`config.mk`:
```
export PLATFORM = sky130hd
export DESIGN_NAME = ysyx_25020037_ifu_fetch_flat
export DESIGN_NICKNAME = d
export VERILOG_FILES = /design/src/rtl/ysyx_25020037_ifu_fetch_pkg.sv /design/src/rtl/ysyx_25020037_ifu_fetch_if.sv /design/src/rtl/ysyx_25020037_ifu_fetch.sv /design/src/flat_wrapper.sv
export SDC_FILE = /design/constraint.sdc
export NUM_CORES = 1
export LEC_CHECK = 0
export CAP_MARGIN = 40
export CORE_MARGIN = 8
export CORE_UTILIZATION = 45
export DETAILED_ROUTE_END_ITERATION = 7
export GPL_ROUTABILITY_DRIVEN = 0
export PLACE_DENSITY = 0.73
export SLEW_MARGIN = 20
export SYNTH_ARGS = -nofsm -noshare
export SYNTH_HDL_FRONTEND = slang
export SYNTH_SLANG_ARGS = --single-unit
```
`constraint.sdc`:
```
create_clock -name clk -period 2.85 [get_ports clk]
set_input_delay 0.57 -clock clk [delete_from_list [all_inputs] [get_ports clk]]
set_output_delay 0.57 -clock clk [all_outputs]
set_load 0.03 [all_outputs]
```
`src/rtl/ysyx_25020037_ifu_fetch_pkg.sv`:
```
// ---------------------------------------------------------------------------
// ysyx_25020037_ifu_fetch_pkg
// Shared configuration for the instruction fetch unit and its interface:
//   FU_TO_DU_BUS_WD  - width of the IFU->IDU payload {pc, inst}
//   RESET_PC_DEFAULT - default first fetch address after reset
//   AXI_RESP_OKAY    - AXI4-Lite OKAY response code
//   fu_to_du_t       - packed view of the IFU->IDU payload
//   is_resp_err()    - true for any response other than OKAY
// ---------------------------------------------------------------------------
package ysyx_25020037_ifu_fetch_pkg;

    localparam int          FU_TO_DU_BUS_WD  = 64;
    localparam logic [31:0] RESET_PC_DEFAULT = 32'h3000_0000;
    localparam logic [1:0]  AXI_RESP_OKAY    = 2'b00;

    // pc sits in the upper half so the bus reads {pc, inst}.
    typedef struct packed {
        logic [31:0] pc;
        logic [31:0] inst;
    } fu_to_du_t;

    function automatic logic is_resp_err(input logic [1:0] resp);
        return resp != AXI_RESP_OKAY;
    endfunction

endpackage

```
`src/rtl/ysyx_25020037_ifu_fetch_if.sv`:
```
// ---------------------------------------------------------------------------
// ysyx_25020037_ifu_fetch_if
// Bundles every handshake/bus signal of the fetch unit:
//   IFU->IDU : idu_ready, ifu_valid, fu_to_du_bus, fetch_err
//   EXU      : exu_dnpc_valid, exu_dnpc (redirect)
//   AXI4-Lite read channel : araddr, arvalid, arready, rdata, rresp,
//                            rvalid, rready
// Modports:
//   master - the fetch unit's view
//   slave  - the environment's view (IDU, EXU and memory side)
// ---------------------------------------------------------------------------
interface ysyx_25020037_ifu_fetch_if;
    import ysyx_25020037_ifu_fetch_pkg::*;

    logic                       idu_ready;
    logic                       ifu_valid;
    logic [FU_TO_DU_BUS_WD-1:0] fu_to_du_bus;
    logic                       fetch_err;
    logic                       exu_dnpc_valid;
    logic [31:0]                exu_dnpc;
    logic [31:0]                araddr;
    logic                       arvalid;
    logic                       arready;
    logic [31:0]                rdata;
    logic [1:0]                 rresp;
    logic                       rvalid;
    logic                       rready;

    modport master (
        input  idu_ready, exu_dnpc_valid, exu_dnpc, arready, rdata, rresp, rvalid,
        output ifu_valid, fu_to_du_bus, fetch_err, araddr, arvalid, rready
    );

    modport slave (
        output idu_ready, exu_dnpc_valid, exu_dnpc, arready, rdata, rresp, rvalid,
        input  ifu_valid, fu_to_du_bus, fetch_err, araddr, arvalid, rready
    );

endinterface

```
`src/rtl/ysyx_25020037_ifu_fetch.sv`:
```
// ---------------------------------------------------------------------------
// ysyx_25020037_ifu_fetch
// Instruction fetch unit. Issues one single-beat AXI4-Lite read for the
// current PC, then offers {pc, inst} to the IDU until it is accepted.
// Owns the fetch PC: +4 on handoff, reload on EXU redirect, and drops any
// response that a redirect has made stale.
// Ports:
//   clk      - core clock
//   rst_n    - asynchronous active-low reset
//   fetch_if - master side of ysyx_25020037_ifu_fetch_if (IDU handoff,
//              EXU redirect, AXI read channel, fetch_err pulse)
// All outputs come straight from flops.
// ---------------------------------------------------------------------------
module ysyx_25020037_ifu_fetch
    import ysyx_25020037_ifu_fetch_pkg::*;
#(
    parameter logic [31:0] RESET_PC = RESET_PC_DEFAULT
) (
    input  logic                          clk,
    input  logic                          rst_n,
    ysyx_25020037_ifu_fetch_if.master     fetch_if
);

    localparam logic [1:0] IDLE = 2'd0;
    localparam logic [1:0] AR   = 2'd1;
    localparam logic [1:0] R    = 2'd2;
    localparam logic [1:0] HOLD = 2'd3;

    logic [1:0]  state_q,     state_d;
    logic [31:0] pc_q,        pc_d;
    logic [31:0] redir_pc_q,  redir_pc_d;
    logic        stale_q,     stale_d;
    logic        arvalid_q,   arvalid_d;
    logic        rready_q,    rready_d;
    logic        ifu_valid_q, ifu_valid_d;
    logic        fetch_err_q, fetch_err_d;
    fu_to_du_t   bus_q,       bus_d;

    logic redirect;
    logic transfer;

    assign redirect = fetch_if.exu_dnpc_valid;
    assign transfer = ifu_valid_q & fetch_if.idu_ready;

    always_comb begin
        state_d     = state_q;
        pc_d        = pc_q;
        redir_pc_d  = redir_pc_q;
        stale_d     = stale_q;
        arvalid_d   = arvalid_q;
        rready_d    = rready_q;
        ifu_valid_d = ifu_valid_q;
        bus_d       = bus_q;
        fetch_err_d = 1'b0;          // single-cycle pulse by construction

        case (state_q)
            IDLE: begin
                if (redirect) begin
                    pc_d = fetch_if.exu_dnpc;
                end
                arvalid_d = 1'b1;
                state_d   = AR;
            end

            AR: begin
                // araddr is pc_q, which is never written here, so the
                // address stays stable while arvalid is high even when a
                // redirect arrives; the redirect is parked in redir_pc.
                if (redirect) begin
                    stale_d    = 1'b1;
                    redir_pc_d = fetch_if.exu_dnpc;
                end
                if (fetch_if.arready) begin
                    arvalid_d = 1'b0;
                    rready_d  = 1'b1;
                    state_d   = R;
                end
            end

            R: begin
                if (fetch_if.rvalid) begin
                    rready_d = 1'b0;
                    if (stale_q || redirect) begin
                        // Response belongs to an abandoned path: drop it.
                        // A redirect arriving this very cycle is newer
                        // than anything parked in redir_pc.
                        pc_d      = redirect ? fetch_if.exu_dnpc : redir_pc_q;
                        stale_d   = 1'b0;
                        arvalid_d = 1'b1;
                        state_d   = AR;
                    end else begin
                        bus_d.pc    = pc_q;
                        bus_d.inst  = fetch_if.rdata;
                        ifu_valid_d = 1'b1;
                        fetch_err_d = is_resp_err(fetch_if.rresp);
                        state_d     = HOLD;
                    end
                end else if (redirect) begin
                    stale_d    = 1'b1;
                    redir_pc_d = fetch_if.exu_dnpc;
                end
            end

            HOLD: begin
                // Redirect beats a simultaneous transfer; the IDU squashes
                // its own copy on the same strobe.
                if (redirect) begin
                    ifu_valid_d = 1'b0;
                    pc_d        = fetch_if.exu_dnpc;
                    arvalid_d   = 1'b1;
                    state_d     = AR;
                end else if (transfer) begin
                    ifu_valid_d = 1'b0;
                    pc_d        = pc_q + 32'd4;
                    arvalid_d   = 1'b1;
                    state_d     = AR;
                end
            end

            default: begin
                state_d = IDLE;
            end
        endcase
    end

    always_ff @(posedge clk or negedge rst_n) begin
        if (!rst_n) begin
            state_q     <= IDLE;
            pc_q        <= RESET_PC;
            redir_pc_q  <= 32'd0;
            stale_q     <= 1'b0;
            arvalid_q   <= 1'b0;
            rready_q    <= 1'b0;
            ifu_valid_q <= 1'b0;
            fetch_err_q <= 1'b0;
            bus_q       <= '0;
        end else begin
            state_q     <= state_d;
            pc_q        <= pc_d;
            redir_pc_q  <= redir_pc_d;
            stale_q     <= stale_d;
            arvalid_q   <= arvalid_d;
            rready_q    <= rready_d;
            ifu_valid_q <= ifu_valid_d;
            fetch_err_q <= fetch_err_d;
            bus_q       <= bus_d;
        end
    end

    assign fetch_if.araddr       = pc_q;
    assign fetch_if.arvalid      = arvalid_q;
    assign fetch_if.rready       = rready_q;
    assign fetch_if.ifu_valid    = ifu_valid_q;
    assign fetch_if.fu_to_du_bus = bus_q;
    assign fetch_if.fetch_err    = fetch_err_q;

endmodule
```
`src/flat_wrapper.sv`:
```
// flat-port wrapper written by rule: the top's interface ports become plain ports
module ysyx_25020037_ifu_fetch_flat import ysyx_25020037_ifu_fetch_pkg::*;
#(
    parameter logic [31:0] RESET_PC = RESET_PC_DEFAULT
)
  (clk, rst_n, fetch_if_idu_ready, fetch_if_exu_dnpc_valid, fetch_if_exu_dnpc, fetch_if_arready, fetch_if_rdata, fetch_if_rresp, fetch_if_rvalid, fetch_if_ifu_valid, fetch_if_fu_to_du_bus, fetch_if_fetch_err, fetch_if_araddr, fetch_if_arvalid, fetch_if_rready);
  ysyx_25020037_ifu_fetch_if fetch_if_i ();
  input  logic clk;
  input  logic rst_n;
  input wire logic [$bits(fetch_if_i.idu_ready)-1:0] fetch_if_idu_ready;
  input wire logic [$bits(fetch_if_i.exu_dnpc_valid)-1:0] fetch_if_exu_dnpc_valid;
  input wire logic [$bits(fetch_if_i.exu_dnpc)-1:0] fetch_if_exu_dnpc;
  input wire logic [$bits(fetch_if_i.arready)-1:0] fetch_if_arready;
  input wire logic [$bits(fetch_if_i.rdata)-1:0] fetch_if_rdata;
  input wire logic [$bits(fetch_if_i.rresp)-1:0] fetch_if_rresp;
  input wire logic [$bits(fetch_if_i.rvalid)-1:0] fetch_if_rvalid;
  output wire logic [$bits(fetch_if_i.ifu_valid)-1:0] fetch_if_ifu_valid;
  output wire logic [$bits(fetch_if_i.fu_to_du_bus)-1:0] fetch_if_fu_to_du_bus;
  output wire logic [$bits(fetch_if_i.fetch_err)-1:0] fetch_if_fetch_err;
  output wire logic [$bits(fetch_if_i.araddr)-1:0] fetch_if_araddr;
  output wire logic [$bits(fetch_if_i.arvalid)-1:0] fetch_if_arvalid;
  output wire logic [$bits(fetch_if_i.rready)-1:0] fetch_if_rready;
  assign fetch_if_i.idu_ready = fetch_if_idu_ready;
  assign fetch_if_i.exu_dnpc_valid = fetch_if_exu_dnpc_valid;
  assign fetch_if_i.exu_dnpc = fetch_if_exu_dnpc;
  assign fetch_if_i.arready = fetch_if_arready;
  assign fetch_if_i.rdata = fetch_if_rdata;
  assign fetch_if_i.rresp = fetch_if_rresp;
  assign fetch_if_i.rvalid = fetch_if_rvalid;
  assign fetch_if_ifu_valid = fetch_if_i.ifu_valid;
  assign fetch_if_fu_to_du_bus = fetch_if_i.fu_to_du_bus;
  assign fetch_if_fetch_err = fetch_if_i.fetch_err;
  assign fetch_if_araddr = fetch_if_i.araddr;
  assign fetch_if_arvalid = fetch_if_i.arvalid;
  assign fetch_if_rready = fetch_if_i.rready;
  ysyx_25020037_ifu_fetch #(.RESET_PC(RESET_PC)) u_core (.clk(clk), .rst_n(rst_n), .fetch_if(fetch_if_i));
endmodule
```
==> results of run 1 <==
==> routing by layer <==
metal	vias up	wire [um]	GRT usage (%)
met4	0	366	8.05
li1	2279	-	-
met3	27	1400	6.28
met1	2436	7270	24.1
met2	208	7830	29.2
met5	-	0	0
==> power by group <==
group / internal [W] / total (W) / switching (W) / leakage, nW
sequential: 0.00268 / 0.00337 / 0.000697 / 1.73
combinational: 0.00175 / 0.00389 / 0.00214 / 1.84
clock: 0.00136 / 0.00209 / 0.000732 / 0.278
total: 0.00579 / 0.00935 / 0.00356 / 3.85
==> layout make-up <==
| class | instances | area [um2] | share of cell area (%) |
|---|---|---|---|
| Tap cell | 180 | 225 | 2.56 |
| Antenna cell | 1 | 2.50 | 0.0285 |
| Clock buffer | 24 | 492 | 5.59 |
| Sequential cell | 135 | 3380 | 38.4 |
| Inverter | 10 | 37.5 | 0.427 |
| Clock inverter | 4 | 70.1 | 0.797 |
| Timing Repair Buffer | 192 | 1910 | 21.7 |
| Multi-Input combinational cell | 341 | 2680 | 30.5 |
==> per-stage QoR <==
step	area [um2]	total power [W]	instances
2_1_floorplan	6250	0.00556	521
3_3_place_gp	8230	0.00714	858
3_5_place_dp	8230	0.00730	858
4_1_cts	8790	0.00944	886
5_1_grt	8790	0.00986	887
6_report	8790	0.00935	887
==> cell families (layout without fill, tap and decap cells) <==
| logic type | count (synthesis) | count (layout) | synth area share (%) |
|---|---|---|---|
| other | 0 | 1 | 0 |
| AND/OR/NAND/NOR | 100 | 100 | 9.31 |
| buffers and inverters | 45 | 230 | 3.19 |
| multiplexers | 98 | 98 | 17.6 |
| adder cells (fa/ha/maj) | 6 | 6 | 1.20 |
| AO/OA/AOI/OAI | 137 | 137 | 14.5 |
| flip-flops | 135 | 135 | 54.1 |
==> state kept, by name (all words and copies together) (netlist names) <==
register and flops:
u_core.fetch_if.araddr 32, u_core.fetch_if.arvalid 1, u_core.fetch_if.fetch_err 1, u_core.fetch_if.fu_to_du_bus 64
u_core.fetch_if.ifu_valid 1, u_core.fetch_if.rready 1, u_core.redir_pc_q 32, u_core.stale_q 1
u_core.state_q 2
==> Yosys cell counts (2+ instances only) <==
master and n:
a21o_1 2, a21oi_1 19, a221oi_1 2, a222oi_1 6, a22o_1 8, a22oi_1 16
a31oi_1 13, a41oi_1 3, and3_1 7, and4_1 2, buf_2 9, buf_4 5
clkbuf_1 20, dfrtp_1 133, dfstp_2 2, ha_1 6, inv_1 10, mux2_2 97
nand2_1 23, nand2b_1 3, nand3_1 8, nand3_2 2, nand3b_1 2, nand4_1 4
nor2_1 26, nor2b_1 3, nor3_1 5, nor3b_1 2, nor4_1 3, nor4_4 2
o211ai_1 3, o21a_1 2, o21ai_0 39, o21ai_1 5, o22ai_1 3, o2bb2ai_1 3
o31a_1 6, o31ai_1 3
==> worst paths after layout <==
path | slack, ns | depth (start not counted) | end
max | 0.31 | 8 | u_core.fetch_if.araddr[11]$_DFFE_PN0P_
min | 0.06 | 1 | u_core.fetch_if.fu_to_du_bus[3]$_DFFE_PN0P_
max reg2reg | 0.31 | 8 | u_core.fetch_if.araddr[11]$_DFFE_PN0P_
min reg2reg | 0.50 | 1 | u_core.fetch_if.fu_to_du_bus[3]$_DFFE_PN0P_
max in group asynchronous | 1.95 | 2 | u_core.redir_pc_q[23]$_DFFE_PN0P_
min in group clk | 0.50 | 1 | u_core.fetch_if.fu_to_du_bus[3]$_DFFE_PN0P_
==> reports/qor.yml, run 1 <==
crit_path_start: "u_core.state_q[0]$_DFFE_PN0P_"
dieArea_um2: 17900
synth_edf_count: 0
numPortBuffers: 171
post_synth.cell_area_avg_um2: 12.0
worstPathCellList: "inv_1 > ha_1 > nor2b_1 > a21oi_4 > or3b_1 > buf_4 > a21o_1 > a22o_1"
cp_max_fo: 38
layout_common_cells: "clkdlybuf4s50_1, dfrtp_1, mux2_2"
hp-class: "input pin to async pin"
status: "complete, no violations"
fin_skew_ns: 0.00525
cts_root_buffer: "clkbuf_16"
crit_buf_inv: 2
vdd_drop_max_v: 0.000466
die_y_um: 134
drv_cap: 0
relSlewSlack_pct: 48.8
clk_pin_slew_ns: 0.05
cp-end-kind: "register"
start_util_pct: 45.5
post_cts_buffers: 0
synthDistinctLibCells: 52
synth_top_cell_by_area: "dfrtp_1"
synthesis.area_um2: 6250
fin_ws_ns: 0.308
synth_fp_nets: 599
ys_ff_latch: 135
rr_startpoint: "u_core.state_q[0]$_DFFE_PN0P_"
yosys_warnings: 0
synth.top_cell.area_share_pct: 53.3
cts_tree: "built"
crit_family: "simple AND/OR/NAND/NOR gates"
drt-wirelength-per-cell_um: 19.0
drt_wl_total_mm: 16.9
fill_cells: 1030
maxSlewViolCount: 0
coreArea_um2: 13700
numCtsBuffers: 17
ant_nets: 0
dp_hpwl_mm: 12.1
slowest_stage: "or3b_1"
critPathArrivalTime_ns: 2.85
rsz0062_at_grt: "false"
drtIter0Drc: 302
antenna_found_initial: 1
critPathRequiredTime_ns: 3.15
clock_latency_ns: 0.42
seq_area_frac_synth_pct: 54.1
vias_per_cell: 5.58
hold_buffers: 0
grt_use_total_pct: 19.0
final_common_cell: "clkdlybuf4s50_1"
finalCriticalPeriod_ns: 2.54
p_leak_nw: 3.85
cts.sinks: 135
fp-row-count: 43
grt_max_degree: 58
gr-total-overflow: 0
synthCells: 521
hold_viol: 0
clockBufferDepth: 2
drc: 0
first_pass_iters: 5
cts_resized: 0
place_ws_ns: 0.142
fmax_mhz: 393
fin_util_pct: 64.1
setup_viol: 0
num_vias: 4950
worstMarginPinSlew_ns: 0.768
htreeDepth: 4
slowest_delay_ns: 0.53
die_w_um: 134
grt_pass1_vias: 5120
syn_to_final_growth_pct: 40.8
grt_pass1_wl_mm: 27.2
path_class: "register to register"
ios: 172
period_share_pct: 89.2
postSynth.asyncResetShare_pct: 100
fin_hold_ws_ns: 0.0645
synth_top_flop_cell: "dfrtp_1"
drive_gt1_share_pct: 22.7
nets: 775
p_per_area_nw_per_um2: 1060
start_kind: "register"
finalSetupTns_ns: 0
synthTopCellsByArea: "dfrtp_1, mux2_2, o21ai_0, a22oi_1, nor2_1"
No activity file was read; power rests on OpenSTA's default activity.
==> run 2, diff against run 1 <==
--- a/config.mk
+++ b/config.mk
@@ -7,10 +7,10 @@
 export LEC_CHECK = 0
 export CAP_MARGIN = 40
 export CORE_MARGIN = 8
-export CORE_UTILIZATION = 45
+export CORE_UTILIZATION = 48
 export DETAILED_ROUTE_END_ITERATION = 7
 export GPL_ROUTABILITY_DRIVEN = 0
-export PLACE_DENSITY = 0.73
+export PLACE_DENSITY = 0.77
 export SLEW_MARGIN = 20
 export SYNTH_ARGS = -nofsm -noshare
 export SYNTH_HDL_FRONTEND = slang
==> reports/qor.yml, run 2 (synthesis gave the netlist of run 1 again) <==
highest-signal-layer: "met4"
drt-wirelength-per-cell_um: 19.8  # +4.2%
wl_met2_mm: 8.33  # +6.4%
cts_tree: "built"
slowest_stage: "or3b_1"
stdcell_area_um2: 8810  # +0.13%
critPathArrivalTime_ns: 2.70  # -0.15 ns
status: "complete, no violations"
coreArea_um2: 12700  # -7.6%
hold_viol: 0  # unchanged
hp-class: "input pin to async pin"
period_share_pct: 84.1  # -5.1 points
drtIter0Drc: 303  # +0.33%
final_common_cell: "clkdlybuf4s50_1"
cts_resized: 0  # unchanged
layout_common_cells: "clkdlybuf4s50_1, dfrtp_1, mux2_2"
vdd_drop_max_v: 0.000508  # +9.0%
htreeDepth: 4  # unchanged
diodes: 0  # -1
ant_nets: 0  # unchanged
drv_cap: 0  # unchanged
drt_wl_total_mm: 17.4  # +3.0%
dp_hpwl_mm: 12.4  # +2.2%
cts_root_buffer: "clkbuf_16"
numCtsBuffers: 17  # unchanged
place_area_um2: 8210  # -0.24%
nets: 772  # -0.39%
largest_register_ffs: 64  # unchanged
relSlewSlack_pct: 49.6  # +0.86 points
vias_per_cell: 5.68  # +1.7%
cts.sinks: 135  # unchanged
grt_use_total_pct: 20.9  # +1.9 points
clk_pin_slew_ns: 0.06  # about the same
start_kind: "register"
grt_max_degree: 100  # +72%
post_cts_buffers: 0  # unchanged
p_per_area_nw_per_um2: 1070  # +1.0%
gr-total-overflow: 0  # unchanged
maxSlewViolCount: 0  # unchanged
critPathRequiredTime_ns: 3.16  # about the same
rsz0062_at_grt: "false"
path_class: "register to register"
p_leak_nw: 3.85  # about the same
clockBufferDepth: 2  # unchanged
clock_latency_ns: 0.42  # about the same
dr_wl_met3_mm: 1.63  # +16%
setup_viol: 0  # unchanged
grt_pass1_vias: 5127  # +0.14%
hold_buffers: 0  # unchanged
fp-row-count: 41  # -4.7%
met1_length_mm: 7.25  # -0.17%
drive_gt1_share_pct: 22.8  # +0.17 points
die_y_um: 130  # -2.8%
slowest_delay_ns: 0.44  # -0.09 ns
worstPathCellList: "inv_1 > ha_1 > nor2b_1 > a21oi_4 > or3b_1 > buf_4 > a21o_1 > a22o_1"
antenna_found_initial: 0  # -1
syn_to_final_growth_pct: 41.0
finalSetupTns_ns: 0  # unchanged
finalCriticalPeriod_ns: 2.40  # -0.145 ns
ios: 172  # unchanged
grt_pass1_wl_mm: 27.5  # +1.1%
fin_skew_ns: 0.00519  # -0.0000543 ns
p_total_w: 0.00946  # +1.1%
first_pass_iters: 5  # unchanged
drc: 0  # unchanged
worstMarginPinSlew_ns: 0.752  # -0.0156 ns
die_w_um: 130  # -2.8%
dieArea_um2: 16900  # -5.5%
numPortBuffers: 171  # unchanged
num_vias: 4979  # +0.59%
cp_max_fo: 43  # +13%
start_util_pct: 49.3  # +3.8 points
fmax_mhz: 417  # +6.1%
cp-end-kind: "register"
## run 2: cell count changes in the layout (fill, tap and decap cells not counted)
cell | before | now
buf_4 | 18 | 14
clkbuf_1 | 3 | 1
diode_2 | 1 | 0
clkinv_2 | 2 | 4
buf_12 | 3 | 4
clkinvlp_4 | 0 | 2
bufinv_16 | 2 | 3
clkbuf_8 | 4 | 3
## run 2: stage by stage
stage	util [%]	setup WS, ns	instances	hold WS, ns
floorplan	-	0.629	521	0.274
global placement	64.8	0.315	847	0.471
detailed placement	64.8	0.254	847	0.488
CTS	69.5	0.466	877	0.0399
global route	69.5	0.293	877	0.0522
finish	69.5	0.453	877	0.0432
## run 2: report_power, final
group	internal, W	total, W	switching, W
Clock	0.00143	0.00220	0.000772
Combinational	0.00174	0.00386	0.00211
Sequential	0.00268	0.00340	0.000723
Total	0.00585	0.00946	0.00361
## run 2: worst paths after layout
path / slack, ns / from / cells past startpoint / end
hold reg to reg: 0.50 / u_core.fetch_if.fu_to_du_bus[42]$_DFFE_PN0P_ / 1 / u_core.fetch_if.fu_to_du_bus[42]$_DFFE_PN0P_
hold / removal: 0.04 / rst_n / 1 / u_core.fetch_if.fu_to_du_bus[8]$_DFFE_PN0P_
setup / recovery: 0.45 / u_core.state_q[0]$_DFFE_PN0P_ / 8 / u_core.fetch_if.araddr[11]$_DFFE_PN0P_
min in group clk: 0.50 / u_core.fetch_if.fu_to_du_bus[42]$_DFFE_PN0P_ / 1 / u_core.fetch_if.fu_to_du_bus[42]$_DFFE_PN0P_
setup reg to reg: 0.45 / u_core.state_q[0]$_DFFE_PN0P_ / 8 / u_core.fetch_if.araddr[11]$_DFFE_PN0P_
max in group asynchronous: 1.97 / rst_n / 2 / u_core.fetch_if.fu_to_du_bus[26]$_DFFE_PN0P_
## run 2: layer usage
layer | vias to the layer above | track usage, %
met2 | 191 | 34.2
met4 | 0 | 6.15
met1 | 2476 | 25.6
li1 | 2297 | -
met3 | 15 | 7.34
met5 | - | 0
## run 2: area by class of cell
type,count,area [um2]
fillers,941,3860
clock inverters,9,125
well taps,172,215
clock buffers,21,470
flip-flops and latches,135,3380
repair buffers,189,1900
multi-input cells,341,2680
inverters,10,37.5
## run 2: critical path, delay by kind of cell, from the launching register on
family	cells	cell delay [ns]
adder cells (fa/ha/maj)	1	0.34
AO/OA/AOI/OAI	3	0.49
buffers and inverters	2	0.37
AND/OR/NAND/NOR	2	0.66
flip-flops	1	0.42
